File: src/rtl/dot_tracker_pkg.sv
// Shared encodings and helpers for the dot tracker: tile kinds, FSM states,
// and the pixel-to-tile coordinate conversion.
package dot_tracker_pkg;

  typedef enum logic [1:0] {
    TK_EMPTY  = 2'd0,
    TK_DOT    = 2'd1,
    TK_PELLET = 2'd2,
    TK_RSVD   = 2'd3
  } tile_kind_e;

  typedef enum logic [1:0] {
    ST_CLEAR = 2'd0,
    ST_TRACK = 2'd1,
    ST_READ  = 2'd2,
    ST_CHECK = 2'd3
  } state_e;

  function automatic logic [15:0] coord_to_tile(input logic [15:0] coord, input int tile_log2);
    return coord >> tile_log2;
  endfunction

endpackage

File: src/rtl/eaten_bitmap_ram.sv
// Simple dual-port bitmap RAM: port A read/write, port B read-only, both with
// registered read. Read-first: a read of the row being written returns the old word.
module eaten_bitmap_ram #(
  parameter int W  = 19,
  parameter int D  = 23,
  parameter int AW = 5
) (
  input  logic          clk,
  input  logic          i_we_a,
  input  logic [AW-1:0] i_addr_a,
  input  logic [W-1:0]  i_wdata_a,
  output logic [W-1:0]  o_rdata_a,
  input  logic [AW-1:0] i_addr_b,
  output logic [W-1:0]  o_rdata_b
);

  logic [W-1:0] r_mem [0:D-1];

  always_ff @(posedge clk) begin
    o_rdata_a <= r_mem[i_addr_a];
    o_rdata_b <= r_mem[i_addr_b];
    if (i_we_a) r_mem[i_addr_a] <= i_wdata_a;
  end

endmodule

File: src/rtl/dot_tracker_grid.sv
// Per-tile eaten bitmap with dot/pellet scoring and eat counting.
// Optional level-complete flag enabled by defining DOT_TRACKER_LEVEL_DONE_EN.
module dot_tracker_grid
  import dot_tracker_pkg::*;
#(
  parameter int GRID_W     = 19,
  parameter int GRID_H     = 23,
  parameter int TILE_LOG2  = 4,
  parameter int X_W        = 10,
  parameter int Y_W        = 9,
  parameter int SCORE_W    = 10,
  parameter int DOT_PTS    = 1,
  parameter int PELLET_PTS = 5
`ifdef DOT_TRACKER_LEVEL_DONE_EN
  ,
  parameter int TOTAL_DOTS = 244
`endif
) (
  input  logic                                  clk_100mhz,
  input  logic                                  reset,
  input  logic [1:0]                            map_num,
  input  logic [X_W-1:0]                        pacman_x,
  input  logic [Y_W-1:0]                        pacman_y,
  input  logic [1:0]                            tile_kind,
  input  logic [X_W-1:0]                        scan_x,
  input  logic [Y_W-1:0]                        scan_y,
  output logic                                  hide_dot,
  output logic [SCORE_W-1:0]                    score,
  output logic [$clog2(GRID_W*GRID_H+1)-1:0]    dots_eaten,
  output logic                                  pellet_pulse,
  output logic                                  busy
`ifdef DOT_TRACKER_LEVEL_DONE_EN
  ,
  output logic                                  level_done
`endif
);

  localparam int TXW = X_W - TILE_LOG2;
  localparam int TYW = Y_W - TILE_LOG2;
  localparam int AW  = (GRID_H > 1) ? $clog2(GRID_H) : 1;
  localparam int DW  = $clog2(GRID_W * GRID_H + 1);

  state_e             r_state, w_state_next;
  logic [1:0]         r_prev_map;
  logic [AW-1:0]      r_row;
  logic [TXW-1:0]     r_tx, r_last_tx, r_scan_tx;
  logic [TYW-1:0]     r_ty, r_last_ty;
  logic [1:0]         r_kind;
  logic [SCORE_W-1:0] r_score;
  logic [DW-1:0]      r_dots;
  logic               r_pulse, r_scan_ok;

  logic [TXW-1:0]     w_p_tx, w_s_tx;
  logic [TYW-1:0]     w_p_ty, w_s_ty;
  logic               w_p_aligned, w_p_in, w_s_in, w_map_chg, w_qual, w_level_block;
  logic               w_we, w_eat, w_start, w_hit;
  logic [AW-1:0]      w_addr_a, w_addr_b;
  logic [GRID_W-1:0]  w_wdata, w_mask, w_rdata_a, w_rdata_b;
  logic [SCORE_W:0]   w_sum;

  assign w_p_tx      = TXW'(coord_to_tile(16'(pacman_x), TILE_LOG2));
  assign w_p_ty      = TYW'(coord_to_tile(16'(pacman_y), TILE_LOG2));
  assign w_s_tx      = TXW'(coord_to_tile(16'(scan_x), TILE_LOG2));
  assign w_s_ty      = TYW'(coord_to_tile(16'(scan_y), TILE_LOG2));
  assign w_p_aligned = (pacman_x[TILE_LOG2-1:0] == '0) && (pacman_y[TILE_LOG2-1:0] == '0);
  assign w_p_in      = (int'(w_p_tx) < GRID_W) && (int'(w_p_ty) < GRID_H);
  assign w_s_in      = (int'(w_s_tx) < GRID_W) && (int'(w_s_ty) < GRID_H);
  assign w_map_chg   = (map_num != r_prev_map);
  assign w_qual      = w_p_aligned && w_p_in && !w_level_block
                       && ((tile_kind == TK_DOT) || (tile_kind == TK_PELLET))
                       && ((w_p_tx != r_last_tx) || (w_p_ty != r_last_ty));

  assign w_mask  = GRID_W'(1) << r_tx;
  assign w_hit   = |(w_rdata_a & w_mask);
  assign w_sum   = {1'b0, r_score} + ((r_kind == TK_PELLET) ? (SCORE_W+1)'(PELLET_PTS)
                                                            : (SCORE_W+1)'(DOT_PTS));
  // Out-of-grid scan rows are never looked up; address 0 keeps the RAM index in range.
  assign w_addr_b = w_s_in ? AW'(w_s_ty) : '0;

  always_comb begin
    w_state_next = r_state;
    w_we         = 1'b0;
    w_eat        = 1'b0;
    w_start      = 1'b0;
    w_addr_a     = AW'(r_ty);
    w_wdata      = w_rdata_a | w_mask;
    case (r_state)
      ST_CLEAR: begin
        w_addr_a = r_row;
        w_wdata  = '0;
        w_we     = 1'b1;
        if (r_row == AW'(GRID_H - 1)) w_state_next = ST_TRACK;
      end
      ST_TRACK: begin
        w_addr_a = w_p_in ? AW'(w_p_ty) : '0;
        if (w_qual) begin
          w_start      = 1'b1;
          w_state_next = ST_READ;
        end
      end
      ST_READ:  w_state_next = ST_CHECK;
      ST_CHECK: begin
        if (!w_hit) begin
          w_we  = 1'b1;
          w_eat = 1'b1;
        end
        w_state_next = ST_TRACK;
      end
      default:  w_state_next = ST_CLEAR;
    endcase
    // A map switch aborts whatever is in flight, including a pending write.
    if (w_map_chg) begin
      w_state_next = ST_CLEAR;
      w_we         = 1'b0;
      w_eat        = 1'b0;
      w_start      = 1'b0;
    end
  end

  always_ff @(posedge clk_100mhz) begin
    if (reset) r_state <= ST_CLEAR;
    else       r_state <= w_state_next;
  end

  always_ff @(posedge clk_100mhz) begin
    r_prev_map <= map_num;
    if (reset) begin
      r_row     <= '0;
      r_score   <= '0;
      r_dots    <= '0;
      r_pulse   <= 1'b0;
      r_last_tx <= '1;
      r_last_ty <= '1;
      r_tx      <= '0;
      r_ty      <= '0;
      r_kind    <= '0;
    end else begin
      r_pulse <= 1'b0;
      if (w_map_chg) begin
        r_row     <= '0;
        r_dots    <= '0;
        r_last_tx <= '1;
        r_last_ty <= '1;
      end else begin
        if (r_state == ST_CLEAR) r_row <= r_row + AW'(1);
        if (w_start) begin
          r_tx   <= w_p_tx;
          r_ty   <= w_p_ty;
          r_kind <= tile_kind;
        end
        if (w_eat) begin
          r_score   <= w_sum[SCORE_W] ? '1 : w_sum[SCORE_W-1:0];
          r_dots    <= r_dots + DW'(1);
          r_pulse   <= (r_kind == TK_PELLET);
          r_last_tx <= r_tx;
          r_last_ty <= r_ty;
        end
      end
    end
  end

  // Scan lookups issued while clearing may return stale words, so they stay hidden.
  always_ff @(posedge clk_100mhz) begin
    if (reset) begin
      r_scan_tx <= '0;
      r_scan_ok <= 1'b0;
    end else begin
      r_scan_tx <= w_s_tx;
      r_scan_ok <= w_s_in && (r_state != ST_CLEAR);
    end
  end

`ifdef DOT_TRACKER_LEVEL_DONE_EN
  logic r_level_done;
  always_ff @(posedge clk_100mhz) begin
    if (reset || w_map_chg) r_level_done <= 1'b0;
    else if (w_eat && ((r_dots + DW'(1)) == DW'(TOTAL_DOTS))) r_level_done <= 1'b1;
  end
  assign level_done    = r_level_done;
  assign w_level_block = r_level_done;
`else
  assign w_level_block = 1'b0;
`endif

  eaten_bitmap_ram #(
    .W  (GRID_W),
    .D  (GRID_H),
    .AW (AW)
  ) u_ram (
    .clk       (clk_100mhz),
    .i_we_a    (w_we),
    .i_addr_a  (w_addr_a),
    .i_wdata_a (w_wdata),
    .o_rdata_a (w_rdata_a),
    .i_addr_b  (w_addr_b),
    .o_rdata_b (w_rdata_b)
  );

  assign busy         = (r_state == ST_CLEAR);
  assign hide_dot     = r_scan_ok && !busy && |(w_rdata_b & (GRID_W'(1) << r_scan_tx));
  assign score        = r_score;
  assign dots_eaten   = r_dots;
  assign pellet_pulse = r_pulse;

endmodule

File: config.mk
export PLATFORM = sky130hd
export DESIGN_NAME = dot_tracker_grid
export DESIGN_NICKNAME = d
export VERILOG_FILES = /design/src/rtl/dot_tracker_pkg.sv /design/src/rtl/eaten_bitmap_ram.sv /design/src/rtl/dot_tracker_grid.sv
export SDC_FILE = /design/constraint.sdc
export NUM_CORES = 1
export LEC_CHECK = 0
export CAP_MARGIN = 10
export CORE_UTILIZATION = 55
export CTS_CLUSTER_SIZE = 20
export DETAILED_ROUTE_END_ITERATION = 16
export PLACE_DENSITY = 0.75
export SKIP_LAST_GASP = 1
export SYNTH_ARGS = -nofsm -noshare
export SYNTH_HDL_FRONTEND = slang
export SYNTH_HIERARCHICAL = 1
export SYNTH_SLANG_ARGS = --single-unit
File: constraint.sdc
create_clock -name clk_100mhz -period 3.6 [get_ports clk_100mhz]
set_input_delay 0.72 -clock clk_100mhz [delete_from_list [all_inputs] [get_ports clk_100mhz]]
set_output_delay 0.72 -clock clk_100mhz [all_outputs]
set_load 0.05 [all_outputs]
==> impl_results.md, run 1 <==
* Outcome: finished clean
* Critical Path, Cell by Cell: clkdlybuf4s50_1 > a211o_1 > a221oi_1 > buf_4 > and2_2 > buf_4 > a222oi_1 > inv_4 > or3b_2 > nor2_2 > buf_4
* Crit path time final at 3.43 ns
* Placed Cells at 2253
* Maximum fanout along the worst path at 12
* Slew margin rel. at 40.1%
* Yosys Warn Count at 6
* Sequential fraction of design power at 50.6%
* Tot GR Track Use at 29.9%
* Cell Area, Placed at 27300 um^2
* Chip Height at 214 um
* Logic pwr share at 5.9%
* Vias in the first global route at 15715
* Leak pwr at 8.49 nW
* H-tree depth at 2
* Critical Path AT at 3.72 ns
* Dominant synthesized flop cell: edfxtp_1
* Required time of the critical path at 3.89 ns
* Vias/cell at 6.64
* HP Class: register to register
* Most common cell on crit path: buf_4
* CTS Hold Bufs at 0
* NumNets Final at 1769
* Power Density at 458 nW/um^2
* Cell-internal power at 10.5 mW
* Critical Path Max Stage Delay at 0.66 ns
* Iter 0 DRT Violations at 1938
* Maximum vdd ir drop at 0.395 mV
* Remaining DRCs at 0
* Design area at 29100 um^2
* Total core area at 44200 um^2
* Final setup fails at 0
* Synthesized area at 24700 um^2
* Final Hold Fails at 0
* CTS max path bufs at 3
* HPWL after DPL at 42800 um
* Fmax at 292 MHz
* Root buf cell: clkbuf_16
* Vias at 15622
* CTS tree: built
* Worst Skew at 0.0295 ns
* Top cell family by delay on the critical path: buffers and inverters
* Synth Instances at 1525
* Final Total Pwr at 13.3 mW
* Final cell count without fillers at 2353
* Final Hold Slack at 0.481 ns
* Die X-Extent at 214 um
* Mean cell area of the mapped netlist at 16.2 um^2
* Part of the Yosys area used for sequential elements at 61.2%
* Count of input and output buffers at 57
* Avg WL per Cell at 28.0 um
* Slowest-stage cell, CP: or3b_2
* Setup Crit Path Kind: input port to register
* Switching share of total power at 21.0%
* Post-DRT Antenna Nets at 0
* Pre-CTS setup slack at -0.461 ns
* Switching power at 2.79 mW
* RSZ-0062 raised after global routing: no
* Synth cell types at 66
* DRT Wirelength at 65800 um
* Initial antenna violation count at 1
* CTS Buf Count at 53
* GRT overflow at 0
* Startpoint Class: input port
* Max-cap viol count at 0
* Share of cells above drive strength 1 at 29.6%
* Area grow syn2layout at 18.2%
* Slew @ Worst Pin at 0.898 ns
* Clock Sinks at 535
* Row count at 77
* Worst Path Buf+Inv at 5
* Inserted Diodes at 0
* Gpl congestion at 0.903
* Final period util at 95.2%
* Initial Util at 55.7%
* FF+latch count, synth at 535
* Largest net degree at the start of global routing at 39
* Clk Latency, worst-skew pair at 0.62 ns
* Clock transition at the registers of the reported paths at 0.06 ns
* First-pass GRT wire length at 97800 um
* Die footprint at 45700 um^2
* Number of synthesized flops with an enable pin at 437
* Share of synthesized flip-flops with an asynchronous set or reset at 0%
* Final worst setup slack at 0.174 ns
* Net count after synthesis at 1578
* Drt first pass iters at 5
* Max Slew Vio Count at 0
* Clk pwr share at 43.6%
* Io pins at 66
* Critical path capture point type: register
==> routing by layer <==
layer | track usage [%] | vias to the layer above | wire length [um]
met5 | 0 | - | 16
met4 | 12.1 | 2 | 2450
met3 | 5.71 | 156 | 7000
met2 | 47.9 | 992 | 31500
met1 | 40.7 | 7917 | 24800
li1 | - | 6555 | -
==> final timing paths <==
path	depth (start not counted)	endpoint	from	slack [ns]
worst max-delay path	11	u_ram/r_mem[20][9]	pacman_x[5]	0.17
worst min-delay path	2	dots_eaten[8]	dots_eaten[8]	0.48
worst max register to register	10	u_ram/r_mem[20][9]	r_tx[1]	0.25
worst min register to register	2	dots_eaten[8]	dots_eaten[8]	0.48
==> state kept, by name, summed over array words and instances, names as in the netlist, 5 cells and up <==
name,flops
u_ram/r_mem,437
u_ram/o_rdata_a,19
u_ram/o_rdata_b,19
score,10
dots_eaten,9
r_last_tx,6
r_scan_tx,6
r_tx,6
r_last_ty,5
r_row,5
r_ty,5
==> stage by stage <==
| step | util [%] | TNS [ns] |
|---|---|---|
| finish | 65.9 | 0 |
| global route | 65.9 | 0 |
| CTS | 65.9 | 0 |
| detailed placement | 61.7 | -143.13 |
| global placement | 61.7 | -135.73 |
| floorplan | - | -36.53 |
==> synthesized netlist by cell type, types with 16 or more instances <==
cell type	count	area share [%]
nand2_1	76	1.2
inv_1	16	0.24
clkbuf_1	33	0.50
mux2i_1	95	3.9
nor2b_1	17	0.43
o21ai_0	55	1.1
a22oi_1	39	1.2
mux4_2	191	17
buf_2	36	0.73
mux2_2	23	1.1
buf_6	21	0.96
edfxtp_1	437	53
a31oi_1	19	0.48
dfxtp_1	98	8.0
nor2_1	98	1.5
a21o_1	20	0.61
a21oi_1	25	0.51
==> cells by family (layout without fill, tap and decap cells) <==
logic type                 count (synthesis)  in the layout  share of synthesized area [%]
AOI/OAI and AO/OA                        246            246                           6.64
muxes                                    310            310                           22.4
and+or+nand+nor                          280            280                           5.64
DFF                                      535            535                           61.2
buffers and inverters                    125            361                           2.95
adders and majority gates                  9              9                          0.457
xor gates and xnor gates                  20             20                          0.711
==> worst reg2reg max path, delay by kind of cell (launching register included) <==
kind                   cells  cell delay, ns
AO/OA/AOI/OAI              2            0.56
buffers and inverters      3            0.69
multiplexers               1            0.20
AND/OR/NAND/NOR            4            0.98
flip-flops                 1            0.60
==> timing repair <==
| item | in CTS | in global routing |
|---|---|---|
| gates resized for setup | 1 | 2 |
| setup endpoints to repair | 1 | 1 |
| setup buffers | 0 | 0 |
==> power groups by stage <==
stage / Sequential, mW / Clock [mW] / Combinational, mW
global placement: 6.87 / 0 / 0.753
finish: 6.74 / 5.81 / 0.780
global route: 6.74 / 6.09 / 0.826
floorplan: 6.83 / 0 / 0.473
detailed placement: 6.87 / 0 / 0.765
CTS: 6.74 / 5.86 / 0.773
==> layout by cell type (no fill, tap or decap), drive strengths merged, types with 6 or more instances in the layout <==
master         instances
a22oi                 39
a31oi                 19
o22ai                 13
nor3                  10
clkinv                18
and2                   9
o21ai                 68
clkbuf                71
or3                    6
nand3                 14
buf                  188
dfxtp                 98
mux4                 191
a211o                 15
nand2                 76
nand3b                 8
bufinv                 9
a221oi                 8
xor2                  15
nor2                  98
mux2i                 95
edfxtp               437
and3                   9
ha                     9
nor2b                 17
mux2                  24
inv                   17
a21o                  20
a21oi                 25
a211oi                13
nor3b                  7
clkdlybuf4s50         56
==> area by class of cell <==
type / count / area, um^2
Sequential cell: 535 / 15100
Timing Repair Buffer: 244 / 2480
Inverter: 17 / 71.3
Fill cell: 2926 / 15100
Tap cell: 592 / 741
Clock inverter: 29 / 389
Multi-Input combinational cell: 865 / 8910
Clock buffer: 71 / 1450
Power figures use the tool's default switching activity.
==> run 2, diff against run 1 <==
--- a/config.mk
+++ b/config.mk
@@ -10,6 +10,7 @@
 export CTS_CLUSTER_SIZE = 20
 export DETAILED_ROUTE_END_ITERATION = 16
 export PLACE_DENSITY = 0.75
+export REMOVE_ABC_BUFFERS = 1
 export SKIP_LAST_GASP = 1
 export SYNTH_ARGS = -nofsm -noshare
 export SYNTH_HDL_FRONTEND = slang
==> run 2 against run 1 <==
Net effect:
- sequential share of layout area increased by 0.13 points
- largest power group unchanged
- highest routed layer unchanged
- count of clock-buffer cells in the layout decreased by 3
- first-iteration DRC count increased by 1.8%
==> impl_results.md, run 2 (synthesized netlist as in run 1, its figures left out) <==
* Post-DRT Antenna Nets at 0 (unchanged)
* Setup Crit Path Kind: register to primary output (was input port to register)
* Worst Path Buf+Inv at 1 (was 5)
* Startpoint Class: register (was input port)
* Die X-Extent at 214 um (unchanged)
* R2R Setup Slk at 0.39 ns (was 0.25 ns)
* Die footprint at 45700 um^2 (unchanged)
* Slew margin rel. at 34.3% (was 40.1%)
* Final worst setup slack at 0.121 ns (was 0.174 ns)
* Sequential fraction of design power at 51.0% (was 50.6%)
* Logic pwr share at 5.9% (about the same)
* Hold wc startpoint: r_state[1] (was dots_eaten[8])
* Chip Height at 214 um (unchanged)
* Avg WL per Cell at 28.0 um (about the same)
* Commonest non-fill, non-tap cell in the layout: edfxtp_1 (unchanged)
* Max FFs per register at 437 (unchanged)
* Pre-CTS setup slack at -0.592 ns (was -0.461 ns)
* Initial antenna violation count at 2 (was 1)
* Reg with most FFs: u_ram/r_mem (unchanged)
* Critical Path AT at 2.76 ns (was 3.72 ns)
* Fmax at 287 MHz (was 292 MHz)
* Remaining DRCs at 0 (unchanged)
* CTS tree: built (unchanged)
* Crit path time final at 3.48 ns (was 3.43 ns)
* Worst Skew at 0.0279 ns (was 0.0295 ns)
* Slew @ Worst Pin at 0.982 ns (was 0.898 ns)
* Maximum vdd ir drop at 0.383 mV (was 0.395 mV)
* DRT Wirelength at 65700 um (was 65800 um)
* Inserted Diodes at 0 (unchanged)
* Power Density at 455 nW/um^2 (was 458 nW/um^2)
* Root buf cell: clkbuf_16 (unchanged)
* Setup crit start: r_scan_tx[0] (was pacman_x[5])
* Tot GR Track Use at 29.5% (was 29.9%)
* Final Hold Fails at 0 (unchanged)
* Critical Path Max Stage Delay at 0.47 ns (was 0.66 ns)
* First-pass GRT wire length at 96700 um (was 97800 um)
* Biggest regs: u_ram/r_mem x437, u_ram/o_rdata_a x19, u_ram/o_rdata_b x19 (unchanged)
* Max-cap viol count at 0 (unchanged)
* Clock transition at the registers of the reported paths at 0.06 ns (about the same)
* Outcome: finished clean (unchanged)
* Top cell family by delay on the critical path: simple AND/OR/NAND/NOR gates (was buffers and inverters)
* Vias in the first global route at 15754 (was 15715)
* Leak pwr at 8.46 nW (was 8.49 nW)
* Final Total Pwr at 13.2 mW (was 13.3 mW)
* Count of input and output buffers at 57 (unchanged)
* CP Depth at 7 (was 11)
* NumNets Final at 1766 (was 1769)
* Clock Sinks at 535 (unchanged)
* Row count at 77 (unchanged)
* Gpl congestion at 0.902 (was 0.903)
* CTS Hold Bufs at 0 (unchanged)
* Slowest-stage cell, CP: nor4b_1 (was or3b_2)
* Final setup fails at 0 (unchanged)
* GRT overflow at 0 (unchanged)
* Switching share of total power at 20.8% (was 21.0%)
* Hold Path Depth at 2 (unchanged)
* HPWL after DPL at 43300 um (was 42800 um)
* Reg2reg start: r_state[0] (was r_tx[1])
* Worst reg2reg path depth at 8 (was 10)
* Area grow syn2layout at 17.9% (was 18.2%)
* CTS Buf Count at 53 (unchanged)
* Maximum fanout along the worst path at 8 (was 12)
* HP Class: register to register (unchanged)
* Share of cells above drive strength 1 at 29.9% (was 29.6%)
* Io pins at 66 (unchanged)
* Critical path capture point type: primary output (was register)
* Clk Latency, worst-skew pair at 0.61 ns (was 0.62 ns)
* Clk pwr share at 43.2% (was 43.6%)
* Final period util at 96.6% (was 95.2%)
* Largest net degree at the start of global routing at 32 (was 39)
* Total core area at 44200 um^2 (unchanged)
* Initial Util at 55.7% (unchanged)
* CTS max path bufs at 3 (unchanged)
* Reg-to-reg endpoint: u_ram/r_mem[16][6] (was u_ram/r_mem[20][9])
* Most frequent cells in the layout: edfxtp_1 (437), mux4_2 (191), buf_4 (148), dfxtp_1 (96), mux2i_1 (95) (was edfxtp_1 (437), mux4_2 (191), buf_4 (147), dfxtp_1 (96), mux2i_1 (95))
* Iter 0 DRT Violations at 1972 (was 1938)
* Required time of the critical path at 2.88 ns (was 3.89 ns)
* H-tree depth at 2 (unchanged)
* Final Hold Slack at 0.480 ns (was 0.481 ns)
* Fillers at 2943 (was 2926)
* Vias/cell at 6.58 (was 6.64)
* Cell-internal power at 10.5 mW (about the same)
* Max Slew Vio Count at 0 (unchanged)
* Vias at 15458 (was 15622)
* Switching power at 2.75 mW (was 2.79 mW)
* Critical Path, Cell by Cell: mux4_2 > nor2_1 > a311oi_1 > a221o_1 > o21ai_0 > nor4b_1 > buf_4 (was clkdlybuf4s50_1 > a211o_1 > a221oi_1 > buf_4 > and2_2 > buf_4 > a222oi_1 > inv_4 > or3b_2 > nor2_2 > buf_4)
* Core Util, Final at 65.7% (was 65.9%)
* RSZ-0062 raised after global routing: no (unchanged)
* Hold EP: r_state[1] (was dots_eaten[8])
* Drt first pass iters at 7 (was 5)
==> run 2: cell types whose count changed in the layout (fill, tap and decap cells not counted), moves of 3 or more <==
cell / delta
buf_12: -5
clkbuf_8: +3
clkbuf_1: -5
clkinv_2: +3
==> run 2: power groups by stage <==
| stage | combinational (mW) | sequential (mW) | clock [mW] |
|---|---|---|---|
| 4_1_cts | 0.764 | 6.73 | 5.76 |
| 6_report | 0.775 | 6.73 | 5.70 |
| 3_5_place_dp | 0.756 | 6.86 | 0 |
| 3_3_place_gp | 0.744 | 6.86 | 0 |
| 5_1_grt | 0.818 | 6.73 | 5.99 |
| 2_1_floorplan | 0.457 | 6.84 | 0 |
==> run 2: worst max-delay path by stage <==
stage | end | slack (ns)
after floorplan | u_ram/r_mem[13][0] | -4.05
after detailed placement | u_ram/r_mem[0][18] | -0.59
after global routing | u_ram/o_rdata_a[10] | 0.01
after CTS | hide_dot | 0.009
final | hide_dot | 0.12
after global placement | u_ram/r_mem[0][0] | -0.51
==> run 2: worst reg2reg max path, stage by stage, from the launching register on <==
cell and delay, ns:
dfxtp_1 0.41, inv_1 0.06, ha_1 0.34, buf_4 0.23, a222oi_1 0.49, inv_4 0.25, or3b_2 0.69, nor2_2 0.22
buf_12 0.21
==> run 2: area by class of cell <==
type,count,area [um^2],share of cell area (%)
repair buffers,241,2410,8.28
clock inverters,31,367,1.26
inverters,17,80.1,0.276
flip-flops and latches,535,15100,51.9
well taps,592,741,2.55
multi-input cells,865,8930,30.7
clock buffers,68,1440,4.97
==> run 2: timing repair <==
item                                    4_1_cts  5_1_grt
resized for setup                             0        7
buffers inserted                              0        0
endpoints found under the setup margin        0      128
==> run 2: routing by layer <==
metal | track usage, % | vias to the layer above | wire [um]
met5 | 0 | - | 26
met4 | 13.9 | 4 | 2990
met3 | 5.73 | 189 | 5860
met2 | 48.7 | 845 | 32300
met1 | 37.9 | 7865 | 24500
li1 | - | 6555 | -
==> run 2: per-stage QoR <==
stage | cells | instance area (um^2) | TNS (ns)
5_1_grt | 2349 | 29100 | 0
6_report | 2349 | 29100 | 0
3_5_place_dp | 2250 | 27200 | -162.24
4_1_cts | 2349 | 29000 | 0
3_3_place_gp | 2249 | 27200 | -141.85
2_1_floorplan | 1417 | 24000 | -1631.45
==> run 3, diff against run 2 <==
--- a/config.mk
+++ b/config.mk
@@ -9,6 +9,7 @@
 export CORE_UTILIZATION = 55
 export CTS_CLUSTER_SIZE = 20
 export DETAILED_ROUTE_END_ITERATION = 16
+export MAX_ROUTING_LAYER = met4
 export PLACE_DENSITY = 0.75
 export REMOVE_ABC_BUFFERS = 1
 export SKIP_LAST_GASP = 1
==> run 3 against run 2 <==
Net effect:
- non-clock buffer count rose by 4
- final area rose by 0.58%
- via count rose by 1.6%
- worst hold slack got worse by 0.0078 ns
- sequential share of layout area fell by 0.30 points
- sequential power barely moved
==> impl_results.md, run 3 (synthesized netlist as in run 1, its figures left out) <==
* Slew margin rel. at 38.3% (was 34.3%)
* Critical Path, Cell by Cell: mux4_2 > nor2_1 > a311oi_1 > a221o_1 > o21ai_1 > nor4b_1 > buf_4 (was mux4_2 > nor2_1 > a311oi_1 > a221o_1 > o21ai_0 > nor4b_1 > buf_4)
* Pre-CTS setup slack at -0.493 ns (was -0.592 ns)
* Gpl congestion at 0.904 (was 0.902)
* Leak pwr at 8.53 nW (was 8.46 nW)
* Startpoint Class: register (unchanged)
* Reg with most FFs: u_ram/r_mem (unchanged)
* Logic pwr share at 5.7% (was 5.9%)
* Sequential cell area at 15100 um^2 (unchanged)
* Setup TNS at 0 ns (unchanged)
* Share of cells above drive strength 1 at 30.4% (was 29.9%)
* Chip Height at 214 um (unchanged)
* Max-cap viol count at 0 (unchanged)
* Vias at 15700 (was 15458)
* Fillers at 2830 (was 2943)
* Post-DRT Antenna Nets at 0 (unchanged)
* Iter 0 DRT Violations at 1889 (was 1972)
* Critical path capture point type: primary output (unchanged)
* Row count at 77 (unchanged)
* Tot GR Track Use at 30.5% (was 29.5%)
* Clock Sinks at 535 (unchanged)
* Final setup fails at 0 (unchanged)
* Commonest non-fill, non-tap cell in the layout: edfxtp_1 (unchanged)
* Root buf cell: clkbuf_16 (unchanged)
* Multi-input logic area at 8930 um^2 (about the same)
* Final period util at 95.1% (was 96.6%)
* Power Density at 462 nW/um^2 (was 455 nW/um^2)
* CTS tree: built (unchanged)
* Die footprint at 45700 um^2 (unchanged)
* Clk Latency, worst-skew pair at 0.62 ns (was 0.61 ns)
* Maximum fanout along the worst path at 8 (unchanged)
* Initial antenna violation count at 0 (was 2)
* CTS max path bufs at 3 (unchanged)
* Biggest regs: u_ram/r_mem x437, u_ram/o_rdata_a x19, u_ram/o_rdata_b x19 (unchanged)
* Max Slew Vio Count at 0 (unchanged)
* Slew @ Worst Pin at 0.925 ns (was 0.982 ns)
* Final cell count without fillers at 2356 (was 2349)
* Die X-Extent at 214 um (unchanged)
* Worst Skew at 0.0178 ns (was 0.0279 ns)
* DRT Wirelength at 65900 um (was 65700 um)
* Crit path time final at 3.42 ns (was 3.48 ns)
* NumNets Final at 1771 (was 1766)
* HPWL after DPL at 42800 um (was 43300 um)
* Required time of the critical path at 2.88 ns (about the same)
* Critical Path AT at 2.70 ns (was 2.76 ns)
* Vias/cell at 6.66 (was 6.58)
* Remaining DRCs at 0 (unchanged)
* Critical Path Max Stage Delay at 0.45 ns (was 0.47 ns)
* Count of input and output buffers at 57 (unchanged)
* Largest net degree at the start of global routing at 34 (was 32)
* Placed Cells at 2254 (was 2250)
* Switching share of total power at 21.1% (was 20.8%)
* Drt first pass iters at 5 (was 7)
* CTS Hold Bufs at 0 (unchanged)
* Vias in the first global route at 15715 (was 15754)
* CTS Buf Count at 54 (was 53)
* Most frequent cells in the layout: edfxtp_1 (437), mux4_2 (191), buf_4 (148), dfxtp_1 (96), mux2i_1 (95) (unchanged)
* Sequential fraction of design power at 49.9% (was 51.0%)
* Total core area at 44200 um^2 (unchanged)
* Avg WL per Cell at 28.0 um (about the same)
* RSZ-0062 raised after global routing: no (unchanged)
* Cell-internal power at 10.6 mW (was 10.5 mW)
* GRT overflow at 0 (unchanged)
* HP Class: register to register (unchanged)
* Final worst setup slack at 0.175 ns (was 0.121 ns)
* Setup Crit Path Kind: register to primary output (unchanged)
* Fmax at 292 MHz (was 287 MHz)
* Clock transition at the registers of the reported paths at 0.06 ns (about the same)
* Area grow syn2layout at 18.6% (was 17.9%)
* Maximum vdd ir drop at 0.337 mV (was 0.383 mV)
* Outcome: finished clean (unchanged)
* Final Hold Fails at 0 (unchanged)
* Switching power at 2.85 mW (was 2.75 mW)
* Max FFs per register at 437 (unchanged)
* Io pins at 66 (unchanged)
* Initial Util at 55.7% (unchanged)
* Core Util, Final at 66.1% (was 65.7%)
* H-tree depth at 2 (unchanged)
* Clk pwr share at 44.4% (was 43.2%)
* Slowest-stage cell, CP: nor4b_1 (unchanged)
* Inserted Diodes at 0 (unchanged)
* First-pass GRT wire length at 97000 um (was 96700 um)
[run 3: cell types whose count changed in the layout (fill, tap and decap cells not counted), sizes merged]
cell,delta
clkinv,-4
inv,+3
buf,+4
clkbuf,+1
clkinvlp,+3
[run 3: per-stage QoR]
| step | hold slack [ns] | power (mW) | area [um^2] |
|---|---|---|---|
| 5_1_grt | 0.505 | 13.8 | 29200 |
| 2_1_floorplan | 0.452 | 7.29 | 24000 |
| 4_1_cts | 0.477 | 13.5 | 29200 |
| 3_3_place_gp | 0.454 | 7.60 | 27300 |
| 6_report | 0.472 | 13.5 | 29200 |
| 3_5_place_dp | 0.469 | 7.61 | 27300 |
[run 3: routing by layer]
layer | share of wire (%) | up-vias | global-route usage, %
li1 | - | 6560 | -
met1 | 37 | 8008 | 38.6
met2 | 49 | 982 | 49.1
met3 | 10 | 150 | 5.77
met4 | 3.6 | 0 | 11.8
met5 | 0 | - | -
[run 3: repair_timing]
item	4_1_cts	5_1_grt
hold endpoints to repair	0	0
buffers inserted	0	0
pin swaps	0	1
gates resized for setup	2	3
endpoints found under the setup margin	1	116
[run 3: path summary, 6_finish.rpt]
kind,start,endpoint,slack [ns],cells past startpoint
max,r_scan_tx[0],hide_dot,0.18,7
min,dots_eaten[8],dots_eaten[8],0.47,2
max reg2reg,r_state[0],u_ram/r_mem[3][0],0.46,9
min reg2reg,dots_eaten[8],dots_eaten[8],0.47,2
[run 3: worst max-delay path: cells and delay by family (launching register included)]
| kind | cells | cell delay, ns |
|---|---|---|
| AND/OR/NAND/NOR | 2 | 0.50 |
| AO/OA/AOI/OAI | 3 | 0.50 |
| buffers and inverters | 1 | 0.29 |
| flip-flops | 1 | 0.38 |
| multiplexers | 1 | 0.41 |
[run 3: area by class of cell]
class | count | area share (%)
clock inverter | 33 | 1.42
sequential | 535 | 51.6
multi-input combinational | 865 | 30.5
timing repair buffer | 245 | 8.53
clock buffer | 69 | 5.11
inverter | 17 | 0.244
tap | 592 | 2.53
[run 3: power by group through the flow]
stage          Combinational, mW  Clock, mW  Sequential, mW
5_1_grt                    0.814       6.26            6.73
3_3_place_gp               0.743          0            6.86
3_5_place_dp               0.753          0            6.86
4_1_cts                    0.764       6.05            6.73
2_1_floorplan              0.457          0            6.84
6_report                   0.769       5.99            6.73
